### config.mk
export PLATFORM = sky130hd
export DESIGN_NAME = imem_loader
export DESIGN_NICKNAME = d
export VERILOG_FILES = /design/src/rtl/imem_loader.sv
export SDC_FILE = /design/constraint.sdc
export NUM_CORES = 1
export LEC_CHECK = 0
export BUFFER_PORTS_ARGS = -buffer_cell sky130_fd_sc_hd__buf_4
export CAP_MARGIN = 25
export CORE_MARGIN = 3
export CORE_UTILIZATION = 45
export CTS_CLUSTER_SIZE = 12
export DETAILED_ROUTE_END_ITERATION = 6
export HOLD_SLACK_MARGIN = 0.08
export PLACE_DENSITY_LB_ADDON = 0.2
export SETUP_SLACK_MARGIN = 0.02
export SYNTH_ARGS = -nofsm -noshare
export SYNTH_HDL_FRONTEND = slang
export SYNTH_SLANG_ARGS = --single-unit
### constraint.sdc
create_clock -name clk -period 6.1 [get_ports clk]
set_input_delay 0.915 -clock clk [delete_from_list [all_inputs] [get_ports clk]]
set_output_delay 0.915 -clock clk [all_outputs]
set_load 0.1 [all_outputs]
### src/rtl/imem_loader.sv
// Byte-stream loader for the cpu instruction memory: packs 4 LE bytes per word, writes word k to address 4*k.
// 5 cycles/word minimum (4 bytes + 1 write); byte_ready=1 only in LOAD; cpu held in reset until DONE.
module imem_loader #(
   parameter int MAX_WORDS = 1024,
   parameter int CNT_WIDTH = 11
) (
   input  logic                 clk,
   input  logic                 reset,
   input  logic                 start,
   input  logic [CNT_WIDTH-1:0] length_words,
   input  logic                 byte_valid,
   input  logic [7:0]           byte_data,
   output logic                 byte_ready,
   output logic                 mem_we,
   output logic [31:0]          mem_addr,
   output logic [31:0]          mem_wdata,
   output logic                 busy,
   output logic                 done,
   output logic                 err,
   output logic                 cpu_reset_n
);

   typedef enum logic [1:0] {IDLE, LOAD, WRITE, DONE} state_t;

   state_t               state, state_nx;
   logic [CNT_WIDTH-1:0] count, count_nx;
   logic [CNT_WIDTH-1:0] word_idx, word_idx_nx;
   logic [1:0]           byte_idx, byte_idx_nx;
   logic [31:0]          word, word_nx;
   logic                 err_nx;

   always_comb begin
      state_nx    = state;
      count_nx    = count;
      word_idx_nx = word_idx;
      byte_idx_nx = byte_idx;
      word_nx     = word;
      err_nx      = err;
      case (state)
         IDLE, DONE: begin
            if (start) begin
               if (length_words == '0) begin
                  state_nx = DONE;
               end else if (length_words <= CNT_WIDTH'(MAX_WORDS)) begin
                  count_nx    = length_words;
                  word_idx_nx = '0;
                  byte_idx_nx = '0;
                  word_nx     = '0;
                  err_nx      = 1'b0;
                  state_nx    = LOAD;
               end else begin
                  // oversized program: flag it, keep the current state
                  err_nx = 1'b1;
               end
            end
         end
         LOAD: begin
            if (byte_valid) begin
               word_nx[{byte_idx, 3'b000} +: 8] = byte_data;
               byte_idx_nx = byte_idx + 2'd1;
               if (byte_idx == 2'd3) begin
                  state_nx = WRITE;
               end
            end
         end
         WRITE: begin
            // stop before word_idx reaches count so the address never passes the last slot
            if (word_idx + CNT_WIDTH'(1) == count) begin
               state_nx = DONE;
            end else begin
               word_idx_nx = word_idx + CNT_WIDTH'(1);
               state_nx    = LOAD;
            end
         end
         default: state_nx = IDLE;
      endcase
   end

   always_ff @(posedge clk or negedge reset) begin
      if (!reset) begin
         state       <= IDLE;
         count       <= '0;
         word_idx    <= '0;
         byte_idx    <= '0;
         word        <= '0;
         err         <= 1'b0;
         byte_ready  <= 1'b0;
         mem_we      <= 1'b0;
         mem_addr    <= '0;
         mem_wdata   <= '0;
         busy        <= 1'b0;
         done        <= 1'b0;
         cpu_reset_n <= 1'b0;
      end else begin
         state       <= state_nx;
         count       <= count_nx;
         word_idx    <= word_idx_nx;
         byte_idx    <= byte_idx_nx;
         word        <= word_nx;
         err         <= err_nx;
         byte_ready  <= (state_nx == LOAD);
         mem_we      <= (state_nx == WRITE);
         busy        <= (state_nx == LOAD) || (state_nx == WRITE);
         done        <= (state_nx == DONE);
         cpu_reset_n <= (state_nx == DONE);
         if (state_nx == WRITE) begin
            mem_addr  <= 32'(word_idx) << 2;
            mem_wdata <= word_nx;
         end
      end
   end

endmodule
# [After elaboration in Yosys (flattened, before gate mapping)]
# Cells that the tools add are included.
[classes] n_addsub=3 mul=0 n_div=0 n_lt_le_gt_ge=1 eq_ne=13 shift=2 n_mux=24 bitwise=1 n_reduce_logical=10
[ops] op="$mux 32" count=4
[ops] op="$pmux 32 s2" count=1
[ops] op="$mux 11" count=4
[ops] op="$bwmux 32" count=1
[ops] op="$shift 8x7->32 const A" count=1
[ops] op="$shiftx 8x7->32" count=1
[ops] op="$pmux 11 s2" count=1
[ops] op="$mux 2" count=10
[ops] op="$add 11x1->11 const B" count=1
[ops] op="$eq 11x11->1" count=1
[ops] op="$le 11x11->1 const B" count=1
[ops] op="$logic_not 11->1" count=1
[ops] op="$eq 2x2->1 const B" count=5
[ops] op="$ne 2x2->1 const B" count=5
[ops] op="$reduce_and 5->1" count=2
[ops] op="$neg 5->7" count=1
[ops] op="$pmux 2 s3" count=1
[ops] op="$eq 2x1->1 const B" count=2
[ops] op="$pmux 2 s2" count=1
[ops] op="$reduce_and 4->1" count=1
[ops] op="$reduce_bool 2->1" count=2
[ops] op="$reduce_and 3->1" count=1
[ops] op="$add 2x1->2 const B" count=1
[ops] op="$logic_not 2->1" count=1
[ops] op="4 further kinds" count=4
[totals] regBits=106 latch_bits=0 ram_bits=0 rom_bits=0 out_inout_bits=70 wordCells=66 n_memories=0

# [Depth between registers and ports, before layout]
[logic_depth] word_depth=7 depth_mapped=14 depth_no_buf=10

# [Least setup slack after synthesis]
# OpenSTA, ideal clock, no wires.
[synth_timing] path_type="input-to-reg" startpoint="in length_words[1]" endpoint="reg mem_addr[10]" setup_ns=0.125 t_arrival_ns=3.052 path_slack_ns=2.922 cell_stages=9 path_buffers=2 path_cell_list="nor4_4 > and4_1 > a21oi_1 > a21oi_1 > a41o_1 > ha_1 > clkbuf_1 > clkbuf_1 > mux2_2"
[synth_via] elab_chain_len=6
[synth_lines] element="start: declaration" line_no="10" rtl="input logic [CNT_WIDTH-1:0] length_words,"
[synth_lines] element="$le 11x11->1" line_no="44" rtl="end else if (length_words <= CNT_WIDTH'(MAX_WORDS)) begin"
[synth_lines] element="$mux 2" line_no="44"
[synth_lines] element="$mux 2 *" line_no="42" rtl="if (length_words == '0) begin"
[synth_lines] element="$mux 2 *" line_no="41" rtl="if (start) begin"
[synth_lines] element="$pmux 2 s3 *" line_no="39" rtl="case (state)"
[synth_lines] element="$eq 2x2->1 *" line_no="106" rtl="if (state_nx == WRITE) begin"
[synth_lines] element="end signal: assignment" line_no="107" rtl="mem_addr <= 32'(word_idx) << 2;"
[synth_lines] element="end: declaration" line_no="15" rtl="output logic [31:0] mem_addr,"
# Every way passes the cells marked *; elsewhere a longest branch is shown, timed or not.
# A chain may end at the register's enable or synchronous reset.

# [Worst setup path in the final report]
[layout_timing] startpoint="reg word_idx[0]" endpoint="reg mem_wdata[12]"
[layout_via] elab_chain_len=5
[layout_lines] element="start: declaration" line_no="27" rtl="logic [CNT_WIDTH-1:0] word_idx, word_idx_nx;"
[layout_lines] element="start signal: assignment" line_no="97" rtl="word_idx <= word_idx_nx;"
[layout_lines] element="$add 11x1->11" line_no="68" rtl="if (word_idx + CNT_WIDTH'(1) == count) begin"
[layout_lines] element="$eq 11x11->1" line_no="68"
[layout_lines] element="$mux 2" line_no="68"
[layout_lines] element="$pmux 2 s3" line_no="39"
[layout_lines] element="$eq 2x2->1" line_no="106"
[layout_lines] element="end signal: assignment" line_no="108" rtl="mem_wdata <= word_nx;"
[layout_lines] element="end: declaration" line_no="16" rtl="output logic [31:0] mem_wdata,"
# Every way passes these cells.

==> reports/qor.txt <==
Clock Latency Late Sink: 360 ps
slowest cell delay on critical path: 540 ps
initial antenna violation count: 0
RSZ-0062 raised after global routing: false
drt pass-1 iters: 4
Syn. warnings: 0
Die Ht: 115 um
Arrival @ worst endpoint: 3970 ps
Period minus WS final: 3730 ps
reg-to-reg setup timing slack: 2370 ps
most area-consuming cells after synthesis: dfrtp_1, mux2_2, nor2_1
cell count after synthesis: 547
DRC: 0
GRT Total Usage: 0.198
Reg2Reg Launch Point: word_idx[0]
first-pass GRT wire length: 20,700 um
clk buf depth: 2
Layout area overhead: 15.2%
Crit Path Max Fanout: 24
async set-reset flop share out of synthesis: 1.00
Highest Signal Layer: met4
Max-Cap Viols: 0
Final Max Slew Viols: 0
Die X: 115 um
Crit-path slowest cell: ha_2
post-cts resize count: 0
largest net degree at the start of global routing: 55
final worst path period share: 0.611
routability cong.: 0.831
Synth top area share: 0.495
Detailed Route Iter0 Violations: 344
WL met2: 5850 um
H-tree levels: 3
critical path class: reg -> reg
CP Launch Point: word_idx[0]
fill count: 1,063
clock skew: 9.72 ps
DP HPWL: 8720 um
Top-Level Pins: 93
synth unique cells: 54
routed vias: 4,159
Hold Path Class: reg -> reg
routed wire length: 12,700 um
routed vias/inst: 5.58
clock root buffer: clkbuf_16
GR Overflow Total: 0
WL/cell: 17.0 um
fmax: 0.268 GHz
Rel. slew slack: 0.455
ANT cells: 0
Nets: 632
initial core utilization: 0.466
Syn Area/Cell: 9.80 um^2
CP required: 6340 ps
post-synthesis instance area: 5360 um^2
layout cells sized above 1: 0.209
startpoint types: flop
CTS tree: yes
IO buf count: 71
hold wc startpoint: word[10]
CP Capture Type: flop
# hold bufs at CTS: 0
number of global-route vias before repair: 4,012
CP cell instances: ha_1 > nand2_1 > nor2_1 > xnor2_1 > and4_1 > a41o_1 > ha_2 > inv_1 > o21ai_0 > a21oi_1
ANT nets after route: 0
clock sinks: 106
# rows: 39
EDFF count, synth: 0
CTS clk-pin slew, worst paths: 70 ps
Buf/Inv on CP: 1
Reg area: 2650 um^2
worst slew pin tran: 814 ps
status: complete, no violations
endpoints failing setup: 0
setup TNS: 0 ps
ys flop type: dfrtp_1
Multi-input gate area: 2410 um^2
die area: 13,300 um^2
routed length on met1: 5970 um
CTS Buf Count: 9
post-CTS setup repair buffer count: 0
Hold Fails Final Rpt: 0
Core Footprint: 11,500 um^2
synth cell count leaders: dfrtp_1, nor2_1, nand2_1
delay-heaviest family, CP: adder cells
cell type with the largest total area after synthesis: dfrtp_1
Yosys reg bits: 106
met3 WL: 653 um
fraction of the yosys area taken by sequential cells: 0.495
cell with the most instances after synthesis: dfrtp_1
-- metal layers --
layer | vias up | GRT usage
met5 | - | 0
met4 | 0 | 0.0704
met3 | 15 | 0.0442
met2 | 127 | 0.307
met1 | 2031 | 0.276
li1 | 1986 | -
-- path summary, 6_finish.rpt --
check	endpoint	depth (start not counted)
max in group asynchronous	word[21]	2
worst min register to register	word[10]	1
worst max register to register	mem_wdata[12]	10
worst min-delay path	word[10]	1
min in group asynchronous	mem_wdata[21]	1
worst max-delay path	mem_wdata[12]	10
-- through the flow --
step	util	cell area, um^2	cells	worst slack, ps	hold WS, ps
after floorplan	-	5440	567	2920	441
after global placement	0.511	5880	730	2490	451
after detailed placement	0.511	5880	730	2340	457
after CTS	0.537	6180	746	2400	472
after global routing	0.537	6180	746	2040	486
final	0.537	6180	746	2370	473
-- state kept, by name, indices dropped and copies added, names as in the netlist --
| name | count |
|---|---|
| busy | 1 |
| byte_idx | 2 |
| byte_ready | 1 |
| count | 11 |
| cpu_reset_n | 1 |
| err | 1 |
| mem_addr | 11 |
| mem_wdata | 32 |
| mem_we | 1 |
| state | 2 |
| word | 32 |
| word_idx | 11 |
-- layout make-up --
class / count / area share
clock inverter: 5 / 0.00709
clock buffer: 11 / 0.0409
sequential: 106 / 0.429
timing repair buffer: 76 / 0.0923
tap: 143 / 0.0290
inverter: 18 / 0.0109
multi-input combinational: 387 / 0.390
-- layout by cell type, fill, tap and decap left out, types with 3 or more instances in the layout --
cell type,Yosys,layout
nand2b_1,8,8
ha_1,11,10
nor4_1,3,3
a31oi_1,5,5
and3_1,3,3
o211ai_1,7,7
clkbuf_16,0,9
and4_1,4,4
a22o_1,25,25
nand4b_1,5,5
nand3_1,13,13
mux2_2,21,21
dfrtp_1,106,106
a21oi_1,39,39
nand2_1,50,50
nand4_1,14,14
conb_1,1,21
xor2_1,4,4
nor2_1,59,59
a21o_1,8,8
nor3_1,3,3
inv_1,17,17
buf_4,23,76
o21ai_0,39,39
xnor2_1,9,9
-- logic make-up after synthesis --
logic type / count (synthesis) / share of synthesized area
mux: 21 / 0.0441
simple gates: 182 / 0.176
buf+inv: 74 / 0.0700
flops: 106 / 0.495
xor+xnor: 13 / 0.0212
other cells: 1 / 0.000699
compound gates: 139 / 0.168
fa+ha+maj: 11 / 0.0257
-- worst register-to-register path: cells and delay by family (launching register included) --
family	cells	cell delay, ps
xor+xnor	1	210
buf+inv	1	470
fa+ha+maj	2	920
flops	1	460
compound gates	3	710
simple gates	3	860
Power is not shown: default switching activity piles up to over one toggle a cycle in this logic, so the estimate is an artifact.
